`src/rtl/register_pipe_if.sv`:
```
// Data/valid/control bundle for register_pipe.
// The master drives the stage-0 inputs and controls; the slave returns the last stage and the occupancy count.
interface register_pipe_if #(
  parameter int unsigned WIDTH = 8,
  parameter int unsigned DEPTH = 1
);
  localparam int unsigned CW = $clog2(DEPTH + 1);

  logic [WIDTH-1:0] a;
  logic             valid_in;
  logic             en;
  logic             clear;
  logic [WIDTH-1:0] y;
  logic             valid_out;
  logic [CW-1:0]    count;

  modport master (
    output a, valid_in, en, clear,
    input  y, valid_out, count
  );

  modport slave (
    input  a, valid_in, en, clear,
    output y, valid_out, count
  );
endinterface

```
`src/rtl/register_pipe.sv`:
```
// DEPTH-stage WIDTH-bit delay line with per-stage valid bits, shared stall and occupancy count.
// With DEPTH=1 and valid ignored it is the plain enabled register with a reset value.
module register_pipe #(
  parameter int unsigned WIDTH = 8,
  parameter int unsigned DEPTH = 1,
  parameter logic [63:0] INIT  = 64'd3
) (
  input  logic           clock,
  input  logic           reset,
  register_pipe_if.slave bus
);
  localparam int unsigned CW = $clog2(DEPTH + 1);
  localparam logic [WIDTH-1:0] INIT_W = WIDTH'(INIT);

  if (DEPTH == 0) begin : g_bad_depth
    $error("register_pipe: DEPTH must be at least 1");
  end

  logic [WIDTH-1:0] r_data [DEPTH];
  logic [DEPTH-1:0] r_vld;
  logic [CW-1:0]    r_count;
  logic [CW-1:0]    w_count_nxt;

  // Occupancy moves only when an entry enters without one leaving, or vice versa.
  always_comb begin
    w_count_nxt = r_count;
    if (bus.valid_in && !r_vld[DEPTH-1]) begin
      w_count_nxt = r_count + CW'(1);
    end else if (!bus.valid_in && r_vld[DEPTH-1]) begin
      w_count_nxt = r_count - CW'(1);
    end
  end

  always_ff @(posedge clock) begin
    if (reset || bus.clear) begin
      for (int i = 0; i < int'(DEPTH); i++) begin
        r_data[i] <= INIT_W;
      end
      r_vld   <= '0;
      r_count <= '0;
    end else if (bus.en) begin
      r_data[0] <= bus.a;
      r_vld[0]  <= bus.valid_in;
      for (int i = 1; i < int'(DEPTH); i++) begin
        r_data[i] <= r_data[i-1];
        r_vld[i]  <= r_vld[i-1];
      end
      r_count <= w_count_nxt;
    end
  end

  assign bus.y         = r_data[DEPTH-1];
  assign bus.valid_out = r_vld[DEPTH-1];
  assign bus.count     = r_count;
endmodule
```
`src/flat_wrapper.sv`:
```
// flat-port wrapper written by rule: the top's interface ports become plain ports
module register_pipe_flat 
#(
  parameter int unsigned WIDTH = 8,
  parameter int unsigned DEPTH = 1,
  parameter logic [63:0] INIT  = 64'd3
)
  (clock, reset, bus_a, bus_valid_in, bus_en, bus_clear, bus_y, bus_valid_out, bus_count);
  register_pipe_if #(.WIDTH(WIDTH), .DEPTH(DEPTH)) bus_i ();
  input  logic clock;
  input  logic reset;
  input wire logic [$bits(bus_i.a)-1:0] bus_a;
  input wire logic [$bits(bus_i.valid_in)-1:0] bus_valid_in;
  input wire logic [$bits(bus_i.en)-1:0] bus_en;
  input wire logic [$bits(bus_i.clear)-1:0] bus_clear;
  output wire logic [$bits(bus_i.y)-1:0] bus_y;
  output wire logic [$bits(bus_i.valid_out)-1:0] bus_valid_out;
  output wire logic [$bits(bus_i.count)-1:0] bus_count;
  assign bus_i.a = bus_a;
  assign bus_i.valid_in = bus_valid_in;
  assign bus_i.en = bus_en;
  assign bus_i.clear = bus_clear;
  assign bus_y = bus_i.y;
  assign bus_valid_out = bus_i.valid_out;
  assign bus_count = bus_i.count;
  register_pipe #(.WIDTH(WIDTH), .DEPTH(DEPTH), .INIT(INIT)) u_core (.clock(clock), .reset(reset), .bus(bus_i));
endmodule
```
`config.mk`:
```
export PLATFORM = sky130hd
export DESIGN_NAME = register_pipe_flat
export DESIGN_NICKNAME = d
export VERILOG_FILES = /design/src/rtl/register_pipe_if.sv /design/src/rtl/register_pipe.sv /design/src/flat_wrapper.sv
export SDC_FILE = /design/constraint.sdc
export NUM_CORES = 1
export LEC_CHECK = 0
export ABC_AREA = 1
export CORE_MARGIN = 3
export CORE_UTILIZATION = 32
export DETAILED_ROUTE_END_ITERATION = 12
export HOLD_SLACK_MARGIN = 0.12
export PLACE_DENSITY = 0.82
export SLEW_MARGIN = 25
export SYNTH_ARGS = -nofsm -noshare
export SYNTH_HDL_FRONTEND = slang
export SYNTH_SLANG_ARGS = --single-unit
```
`constraint.sdc`:
```
create_clock -name clock -period 1 [get_ports clock]
set_input_delay 0.3 -clock clock [delete_from_list [all_inputs] [get_ports clock]]
set_output_delay 0.3 -clock clock [all_outputs]
set_load 0.02 [all_outputs]
```
==> impl_metrics.py <==
metrics = {
    "run_status": {
        "outcome": "finished with violations",
        "violations": "negative setup slack",
    },
    "die": {
        "die_h_microns": 42.1,
        "die_area_sq_mm": 0.00178,
        "rows": 12,
        "io_pins": 23,
        "initial_core_util_pct": 35.7,
        "die_w_microns": 42.1,
        "coreArea_sq_mm": 0.00117,
    },
    "cts": {
        "clkTransAtPathRegs_ns": 0.06,
        "cts_tree": "yes",
        "cts_setup_buffers": 0,
        "cts-root-buf": "clkbuf_4",
        "worstSkewPairLatency_ns": 0.25,
        "cts.sinks": 10,
        "cts_buffer_depth": 2,
        "htreeDepth": 1,
        "cts_hold_buf": 0,
        "numCtsBuffers": 3,
    },
    "synthesis": {
        "synthMuxAreaShare_pct": 0,
        "yosysSeqAreaShare_pct": 67.1,
        "synth_nets": 53,
        "synth.distinct_cells": 10,
        "synth_compound_area_share_pct": 1.50,
        "synthXorXnorAreaFrac_pct": 0,
        "synth_fa_ha_area_share_pct": 0,
        "syn_area_per_cell_sq_um": 10.4,
        "synthCells": 40,
        "syn-cell-area_sq_um": 418,
        "ys_ff_latch": 10,
        "synth_top_family_by_area": "simple AND/OR/NAND/NOR gates",
        "yosys.area_share.simple_pct": 23.4,
        "yosys_warnings": 0,
    },
    "route": {
        "routed_via_density": 4.13,
        "vias": 355,
        "drcViolationCount": 0,
        "postRouteAntennaNets": 0,
        "routed_wl_microns": 811,
        "first_iter_violations": 7,
        "routedWlPerCell_microns": 9.43,
        "dr.pass1.iters": 3,
    },
    "timing": {
        "tightest_slew_ns": 0.152,
        "hold_viol_final": 0,
        "slew-limit-headroom_pct": 89.9,
        "setup_viol": 9,
        "fin_crit_sh_pct": 108,
        "timing.final.ws_setup_ns": -0.0807,
        "fin_skew_ns": 0.000100,
        "max_freq_mhz": 925,
        "maxSlewViolCount": 0,
        "rsz0062_at_grt": "true",
        "min_period_ns": 1.08,
    },
    "worst_setup_path": {
        "cp_max_fo": 1,
        "worstPathCellList": "buf_6",
        "worst_path_dominant_cell_family": "flip-flops",
        "cp-end-kind": "output pin",
        "startpoint_type": "register",
        "cp-startpoint": "u_core.r_data[0][4]$_SDFFCE_PN0P_",
        "critPathArrivalTime_ns": 0.78,
        "critPathKind": "reg2out",
        "cp_slowest_stage_delay_ns": 0.38,
        "r2r_start": "u_core.bus.valid_out$_SDFFE_PP0P_",
        "critical_path.slowest_cell": "edfxtp_1",
        "path_buf_inv": 1,
        "required_ns": 0.70,
    },
    "finish": {
        "layout_common_cells": "10 x nor2_1, 9 x inv_1, 8 x clkdlybuf4s50_1, 8 x edfxtp_1",
        "register_area_sq_um": 283,
        "finish.instance_area_sq_um": 703,
        "layout.nets": 86,
        "syn_to_final_growth_pct": 68.3,
        "drive_gt1_share_pct": 31.9,
        "n_antenna_cell": 0,
        "fill_cells": 122,
        "layout_commonest_cell": "nor2_1",
        "multiInputGateArea_sq_um": 104,
    },
    "global_routing": {
        "grt_overflow": 0,
        "grt_pass1_wl_mm": 1.38,
        "grt_pass1_vias": 328,
        "antenna_found_initial": 0,
        "grt_use_total_pct": 10.2,
        "grt_max_degree": 10,
    },
    "power": {
        "ir_worst_vdd_mv": 0.704,
        "total_power_mw": 0.920,
        "p_leak_nw": 0.348,
        "power.density_mw_per_mm2": 1310,
    },
    "min_path": {
        "min_from": "bus_valid_in",
        "hold_class": "in2reg",
    },
    "placed_design": {
        "gp_congestion": 0.718,
        "place_hpwl_microns": 657,
        "placed_area_sq_um": 701,
        "port_buffers": 22,
    },
    "run": {
        "maxCapViolCount": 0,
    },
}
-- Yosys cell counts --
library cell  instances  area share, %
dfxtp_1               2            9.6
edfxtp_1              8             57
inv_1                 9            8.1
nand2_1               5            4.5
nand2_4               1            2.7
nand4_1               1            1.5
nor2_1               10            9.0
nor2_4                1            2.7
o22ai_1               1            1.5
or2_1                 2            3.0
-- worst min-delay path, delay by kind of cell --
kind                   cells  cell delay, ns
buffers and inverters      2            0.22
AOI/OAI and AO/OA          1            0.07
-- report_power, final --
group	switching (mW)	internal (mW)
Combinational	0.0755	0.0837
Clock	0.128	0.154
Sequential	0.00697	0.472
Total	0.210	0.710
-- layer usage --
layer / wire (microns) / share of wire (%) / vias to the layer above / track usage, %
met4: 0 / 0 / 0 / 5.59
met3: 99 / 12 / 0 / 3.00
met2: 366 / 45 / 20 / 16.7
li1: - / - / 188 / -
met5: 0 / 0 / - / 0
met1: 344 / 42 / 147 / 12.0
-- state kept, by name, indices dropped and copies added (netlist names) --
name                  cells
u_core.r_data             8
u_core.bus.valid_out      1
u_core.bus.count          1
-- per-stage QoR --
stage	instances	utilization [%]	TNS [ns]	setup WS, ns	hold WS, ns
after global routing	86	60.0	-0.980	-0.126	0.379
after CTS	86	58.8	-0.672	-0.0929	0.465
after detailed placement	82	59.8	-9.19	-0.458	0.591
after floorplan	40	-	0	0.0472	0.451
final	86	60.0	-0.580	-0.0807	0.380
after global placement	82	59.8	-8.78	-0.422	0.586
-- logic make-up after synthesis --
family                 count (synthesis)
buffers and inverters                  9
flip-flops                            10
AO/OA/AOI/OAI                          1
AND/OR/NAND/NOR                       20
-- repair_timing --
action	in CTS	in global routing
pin swaps	1	0
setup endpoints to repair	28	11
gates resized for setup	49	5
-- path summary, 6_finish.rpt --
| path | end | slack (ns) | cells past startpoint |
|---|---|---|---|
| setup / recovery | bus_y[4] | -0.08 | 1 |
| hold / removal | u_core.bus.valid_out$_SDFFE_PP0P_ | 0.38 | 3 |
| setup reg to reg | u_core.bus.count$_SDFFE_PP0P_ | 0.14 | 6 |
| hold reg to reg | u_core.bus.count$_SDFFE_PP0P_ | 0.60 | 3 |
-- cell type report --
cell class,instances,share of cell area (%)
clock buffer,4,3.74
inverter,9,4.80
multi-input combinational,21,14.8
sequential,10,40.2
tap,14,2.49
timing repair buffer,28,34.0
(Power assumes the default switching activity.)
